## config.mk

```make
export PLATFORM = sky130hd
export DESIGN_NAME = sha_mem_responder
export DESIGN_NICKNAME = d
export VERILOG_FILES = /design/src/rtl/sha_mem_pkg.sv /design/src/rtl/sha_word_ram.sv /design/src/rtl/sha_mem_responder.sv
export SDC_FILE = /design/constraint.sdc
export NUM_CORES = 2
export LEC_CHECK = 0
export BUFFER_PORTS_ARGS = -buffer_cell sky130_fd_sc_hd__buf_2
export CAP_MARGIN = 0
export CELL_PAD_IN_SITES_DETAIL_PLACEMENT = 0
export CELL_PAD_IN_SITES_GLOBAL_PLACEMENT = 1
export CORE_ASPECT_RATIO = 1.25
export CORE_MARGIN = 10
export CORE_UTILIZATION = 50
export DETAILED_ROUTE_END_ITERATION = 10
export PLACE_DENSITY_LB_ADDON = 0.1
export SLEW_MARGIN = 25
export SYNTH_ARGS = -nofsm -noshare
export SYNTH_HDL_FRONTEND = slang
export SYNTH_SLANG_ARGS = --single-unit
```

## constraint.sdc

```tcl
create_clock -name clk -period 6.25 [get_ports clk]
set_clock_uncertainty 0.15 [all_clocks]
set_input_delay 1.25 -clock clk [delete_from_list [all_inputs] [get_ports clk]]
set_output_delay 1.25 -clock clk [all_outputs]
set_load 0.01 [all_outputs]
```

## src/rtl/sha_mem_pkg.sv

```systemverilog
// Shared types for the SHA-256 memory responder.
//   word_t       : 32-bit RAM / stream word
//   state_t      : controller FSM states
//   DIGEST_WORDS : number of digest words the core writes back (h0..h7)
package sha_mem_pkg;

  typedef logic [31:0] word_t;

  typedef enum logic [2:0] {
    LOAD,
    KICK,
    WAIT_LOW,
    WAIT_HIGH,
    DRAIN_RD,
    DRAIN_OUT
  } state_t;

  localparam int unsigned DIGEST_WORDS = 8;

endpackage

```

## src/rtl/sha_word_ram.sv

```systemverilog
// Dual-port synchronous word RAM with registered reads on both ports.
//   clk, rst_n          : clock, async active-low reset (read registers only)
//   a_en                : port A address is in range; when low the write is
//                         dropped and a_rdata loads zero
//   a_we/a_addr/a_wdata : port A write (read-before-write)
//   a_rdata             : port A read data, valid the cycle after a_addr
//   b_re/b_addr         : port B read; b_rdata updates only on b_re
//   b_we/b_wdata        : port B write
// Same-address, same-cycle writes from both ports resolve to port A.
module sha_word_ram
  import sha_mem_pkg::*;
#(
  parameter int unsigned DEPTH = 64,
  parameter int unsigned AW    = $clog2(DEPTH)
) (
  input  logic          clk,
  input  logic          rst_n,
  input  logic          a_en,
  input  logic          a_we,
  input  logic [AW-1:0] a_addr,
  input  word_t         a_wdata,
  output word_t         a_rdata,
  input  logic          b_re,
  input  logic          b_we,
  input  logic [AW-1:0] b_addr,
  input  word_t         b_wdata,
  output word_t         b_rdata
);

  word_t mem [DEPTH];

  // Port A is assigned last so it wins a same-address collision.
  always_ff @(posedge clk) begin
    if (b_we) mem[b_addr] <= b_wdata;
    if (a_en && a_we) mem[a_addr] <= a_wdata;
  end

  always_ff @(posedge clk or negedge rst_n) begin
    if (!rst_n) begin
      a_rdata <= '0;
      b_rdata <= '0;
    end else begin
      a_rdata <= a_en ? mem[a_addr] : '0;
      if (b_re) b_rdata <= mem[b_addr];
    end
  end

endmodule

```

## src/rtl/sha_mem_responder.sv

```systemverilog
// Memory responder / host controller for the simplified SHA-256 core.
// Owns a word RAM: the core (port A) reads the message and writes the digest;
// the controller (port B) loads the message from the host stream and drains
// the 8 digest words back out.
//   clk, reset_n                 : clock (shared with core), async active-low reset
//   mem_we/mem_addr/mem_write_data/mem_read_data : core memory interface
//   start / done                 : one-cycle kick to core / core idle flag
//   in_valid/in_ready/in_data    : message load stream
//   out_valid/out_ready/out_data : digest drain stream, h0 first
//   busy                         : high in every state except LOAD
//   err                          : sticky out-of-range core access
//   timeout                      : sticky watchdog flag (SHA_MEM_TIMEOUT_EN only)
// Optional feature macro: SHA_MEM_TIMEOUT_EN enables the wait-state watchdog.
module sha_mem_responder
  import sha_mem_pkg::*;
#(
  parameter int unsigned DEPTH          = 64,
  parameter int unsigned NUM_OF_WORDS   = 20,
  parameter int unsigned MESSAGE_ADDR   = 0,
  parameter int unsigned OUTPUT_ADDR    = 32,
  parameter int unsigned TIMEOUT_CYCLES = 4096
) (
  input  logic        clk,
  input  logic        reset_n,
  input  logic        mem_we,
  input  logic [15:0] mem_addr,
  input  word_t       mem_write_data,
  output word_t       mem_read_data,
  output logic        start,
  input  logic        done,
  input  logic        in_valid,
  output logic        in_ready,
  input  word_t       in_data,
  output logic        out_valid,
  input  logic        out_ready,
  output word_t       out_data,
  output logic        busy,
  output logic        err
`ifdef SHA_MEM_TIMEOUT_EN
  ,
  output logic        timeout
`endif
);

  localparam int unsigned AW = $clog2(DEPTH);

  if (DEPTH < 2 || DEPTH > 65536 || (DEPTH & (DEPTH - 1)) != 0) begin : g_bad_depth
    $error("sha_mem_responder: DEPTH must be a power of two in 2..65536");
  end
  if (NUM_OF_WORDS == 0 || MESSAGE_ADDR + NUM_OF_WORDS > DEPTH) begin : g_bad_msg
    $error("sha_mem_responder: message region does not fit in RAM");
  end
  if (OUTPUT_ADDR + DIGEST_WORDS > DEPTH) begin : g_bad_out
    $error("sha_mem_responder: digest region does not fit in RAM");
  end
  if (TIMEOUT_CYCLES == 0 || TIMEOUT_CYCLES > 65535) begin : g_bad_tmo
    $error("sha_mem_responder: TIMEOUT_CYCLES must be in 1..65535");
  end

  state_t        state, next_state;
  logic   [15:0] k;
  logic   [2:0]  j;
  logic          in_fire, out_fire, last_in, last_out;
  logic          a_en, b_re, b_we;
  logic [AW-1:0] b_addr;

  assign in_fire  = in_valid && in_ready && (state == LOAD);
  assign out_fire = out_valid && out_ready;
  assign last_in  = (k == 16'(NUM_OF_WORDS - 1));
  assign last_out = (j == 3'(DIGEST_WORDS - 1));

  // Core port: 17-bit compare so DEPTH = 65536 still works.
  assign a_en   = ({1'b0, mem_addr} < 17'(DEPTH));
  assign b_we   = in_fire;
  assign b_re   = (state == DRAIN_RD);
  assign b_addr = (state == LOAD) ? AW'(MESSAGE_ADDR + k) : AW'(OUTPUT_ADDR + j);

  sha_word_ram #(
    .DEPTH (DEPTH),
    .AW    (AW)
  ) u_ram (
    .clk     (clk),
    .rst_n   (reset_n),
    .a_en    (a_en),
    .a_we    (mem_we),
    .a_addr  (mem_addr[AW-1:0]),
    .a_wdata (mem_write_data),
    .a_rdata (mem_read_data),
    .b_re    (b_re),
    .b_we    (b_we),
    .b_addr  (b_addr),
    .b_wdata (in_data),
    .b_rdata (out_data)
  );

`ifdef SHA_MEM_TIMEOUT_EN
  logic [15:0] tcnt;
  logic        waiting, tmo_hit;
  assign waiting = (state == WAIT_LOW) || (state == WAIT_HIGH);
  assign tmo_hit = waiting && (tcnt == 16'(TIMEOUT_CYCLES - 1));

  always_ff @(posedge clk or negedge reset_n) begin
    if (!reset_n) begin
      tcnt    <= '0;
      timeout <= 1'b0;
    end else begin
      tcnt <= waiting ? tcnt + 16'd1 : '0;
      if (tmo_hit) timeout <= 1'b1;
    end
  end
`endif

  always_comb begin
    next_state = state;
    unique case (state)
      LOAD:      if (in_fire && last_in) next_state = KICK;
      KICK:      next_state = WAIT_LOW;
      WAIT_LOW:  if (!done) next_state = WAIT_HIGH;
      WAIT_HIGH: if (done) next_state = DRAIN_RD;
      DRAIN_RD:  next_state = DRAIN_OUT;
      DRAIN_OUT: if (out_fire) next_state = last_out ? LOAD : DRAIN_RD;
      default:   next_state = LOAD;
    endcase
`ifdef SHA_MEM_TIMEOUT_EN
    if (tmo_hit) next_state = LOAD;
`endif
  end

  // Handshake/status outputs are registered from next_state so they come out
  // of reset low yet still line up with the state they describe.
  always_ff @(posedge clk or negedge reset_n) begin
    if (!reset_n) begin
      state     <= LOAD;
      k         <= '0;
      j         <= '0;
      in_ready  <= 1'b0;
      start     <= 1'b0;
      out_valid <= 1'b0;
      busy      <= 1'b0;
      err       <= 1'b0;
    end else begin
      state     <= next_state;
      in_ready  <= (next_state == LOAD);
      start     <= (next_state == KICK);
      out_valid <= (next_state == DRAIN_OUT);
      busy      <= (next_state != LOAD);
      if (!a_en) err <= 1'b1;
      if (in_fire) k <= last_in ? '0 : k + 16'd1;
      if (out_fire) j <= last_out ? '0 : j + 3'd1;
    end
  end

endmodule
```

==> metrics.txt <==
switch share 28.6%; GR Util met2 57.8%; main flop type after synthesis edfxtp_1; busiest grt layer met2; initial DRC count 12,329; area delta synth->final 11.8%; clk slew on worst S/H paths 70 ps; CTS Buffer Depth 4; worst reg-to-reg setup slack 2040 ps; Max FO, Critical Path 58; f_max 226 MHz; synthesized flop and latch total 2,139; sequential-to-total area share from yosys stat 58.2%; worst-path cell chain buf_8 -> buf_4 -> buf_4 -> mux2i_1 -> o22ai_1 -> a221oi_1 -> a21oi_1 -> a21oi_1 -> a31oi_1; Die Span Y 543 µm; final hold slack 324 ps; Antenna Violating Nets Remaining 0; IR drop worst, VDD 337 µV; switching pwr 9.92 mW; Max Cap Viol 0; Worst slew margin 17.0%; row count 192; vias in the first global route 74,107; top cell type's share of synthesized area 56.1%; worst hold stages 2; number of synthesized flops with an enable pin 2,048; fin crit share 70.7%; cts repair resizes 0; Leakage Power 39.5 nW; initial antenna violation count 62; internal power 24.8 mW; Finished Layout Cells 10,540; slowest cell on the critical path mux2i_1; CP Capture Type flop; mean routed wirelength per cell 44.3 µm; placed insts 10,086; Setup Viol. Count Final 0; met3 usage 10.3%; Synth cell types 81; worst slew pin tran 1210 ps; status finished clean; Min-Delay Startpoint u_ram.b_rdata[5]; Hold Buf Count CTS 0; Num CTS Buffers 228; filler cell count 17,548; GP Congestion 0.986; hpwl dp 285,000 µm; Net Count, Synth 7,627; setup tns final 0 ps; Top Ports 155; Tot GR Track Use 37.9%; Post-Syn Area per Cell 14.5 µm²; met1 global-route usage 46.5%; # DRC 0; Mapped Area 0.110 mm²; Tmin final 4420 ps; H-tree levels 4; clk root buf clkbuf_16; CTS tree yes; CTS sink count 2,139; CP Launch Type primary input; Crit path largest cell delay 650 ps; worst hold path type flop to flop; power density cells 283 mW/mm²; largest net degree at the start of global routing 67; core box area 0.218 mm²; die footprint 0.238 mm²; initial core utilization 50.2%; worst flop-to-flop path endpoint u_ram.mem[59][12]; share of layout cells above drive strength 1 44.1%; Post-synth ARST share 4.25%; postcts setup bufs 0; leading area contributor after synthesis edfxtp_1; critical path launch point mem_addr[1]; Crit path required time 6870 ps; reg2reg path depth 5; RSZ-0062 raised after global routing false; Warnings, synthesis 0; clock latency on the worst-skew pair 940 ps; Mapped Cells 7,538; Final Max Slew Viols 0; die width 439 µm; top cells by area, synth edfxtp_1 56%, mux2_2 21%, a221oi_1 3.0%; Sequential Power Share 46.3%; total number of vias 76,078; IO Port Bufs 154; first drt pass iteration count 7; final instance area 0.123 mm²; CP Data Arrival Time 5040 ps; clock share of power 37.7%; worst hold endpoint u_ram.b_rdata[5]; GR Overflow Total 0; Routed WL 467,000 µm; final net count 7,500; combinational share of power 16.0%; Area after DPL 0.115 mm²; routed vias/inst 7.22; final hold vios 0; first-pass GRT wire length 631,000 µm; Critical Setup Path Class primary input to flop; worst r2r src state[0]
## worst max path at each step
stage | end | depth (start not counted)
floorplan | u_ram.mem[63][0] | 3
global placement | u_ram.a_rdata[15] | 7
detailed placement | u_ram.a_rdata[24] | 9
CTS | u_ram.a_rdata[24] | 9
global route | u_ram.a_rdata[24] | 9
finish | u_ram.a_rdata[24] | 9
## critical path, delay by kind of cell
kind / cells / cell delay (ps)
buffers and inverters: 3 / 1450
AO/OA/AOI/OAI: 5 / 1550
multiplexers: 1 / 650
## placed cells by master (no fill, tap or decap), types with 32 or more instances in the layout
cell and n:
buf_12 42, a21oi_1 89, a31oi_1 52, nor2_4 64
o22ai_4 56, clkbuf_16 229, nor2_1 182, nand2_1 171
a22oi_1 190, mux2_1 39, mux2_2 2087, a221oi_1 379
a22o_1 38, clkinv_1 43, buf_2 151, buf_4 444
edfxtp_1 2048, o21ai_0 128, o22ai_1 112, a222oi_1 39
diode_2 35, mux2i_1 234, clkinv_2 36, dfrtp_1 91
nor3_1 32, mux4_2 106, clkbuf_1 78
## routing by layer
layer / wire, µm / up-vias
li1: - / 29731
met1: 162000 / 39354
met2: 209000 / 5544
met3: 55100 / 1417
met4: 40200 / 32
met5: 347 / -
## per-stage QoR
| step | worst slack [ps] | power [mW] | util [%] |
|---|---|---|---|
| final | 1830 | 34.7 | 56.1 |
| after global routing | 1890 | 35.4 | 56.1 |
| after CTS | 1920 | 34.6 | 56.0 |
| after detailed placement | 997 | 21.8 | 52.9 |
| after global placement | 907 | 21.7 | 52.8 |
| after floorplan | 1660 | 19.1 | - |
## cells in the mapped netlist, drive strengths merged, types with 26 or more instances
cell type and n:
a21oi 94, a221o 27, a221oi 379, a222oi 39, a22o 38, a22oi 190
a31oi 53, buf 464, clkbuf 542, dfrtp 91, edfxtp 2048, mux2 2129
mux2i 244, mux4 106, nand2 181, nand3 26, nor2 246, nor3 44
o21ai 149, o22ai 170
## registers in the layout, indices dropped and copies added (netlist names)
register / count
busy: 1
start: 1
u_ram.b_rdata: 32
in_ready: 1
k: 16
u_ram.a_rdata: 32
u_ram.mem: 2048
err: 1
state: 3
out_valid: 1
j: 3
## cells by family (layout without fill, tap and decap cells)
| group | after synthesis | after routing | share of synthesized area [%] |
|---|---|---|---|
| buf+inv | 1021 | 1078 | 4.07 |
| compound gates | 1261 | 1261 | 8.56 |
| flops | 2139 | 2139 | 58.2 |
| simple gates | 622 | 622 | 2.73 |
| fa+ha+maj | 3 | 3 | 0.0343 |
| xor+xnor | 13 | 13 | 0.104 |
| other cells | 0 | 35 | 0 |
| mux | 2479 | 2479 | 26.3 |
## area by class of cell
| type | count | area (µm²) | area share [%] |
|---|---|---|---|
| sequential | 2139 | 63800 | 52.1 |
| clock buffer | 316 | 6150 | 5.02 |
| tap | 2910 | 3640 | 2.97 |
| timing repair buffer | 649 | 5160 | 4.21 |
| clock inverter | 98 | 716 | 0.584 |
| inverter | 15 | 68.8 | 0.0562 |
| antenna | 35 | 87.6 | 0.0715 |
| multi-input combinational | 4378 | 42900 | 35.0 |
## power by group through the flow
stage                     logic [mW]  registers, mW  clock network [mW]
after global routing            5.67           16.1                13.6
after CTS                       5.39           16.1                13.1
after global placement          5.32           16.4                   0
final                           5.56           16.1                13.1
after floorplan                 2.77           16.3                   0
after detailed placement        5.37           16.4                   0
Power figures use the tool's default switching activity.
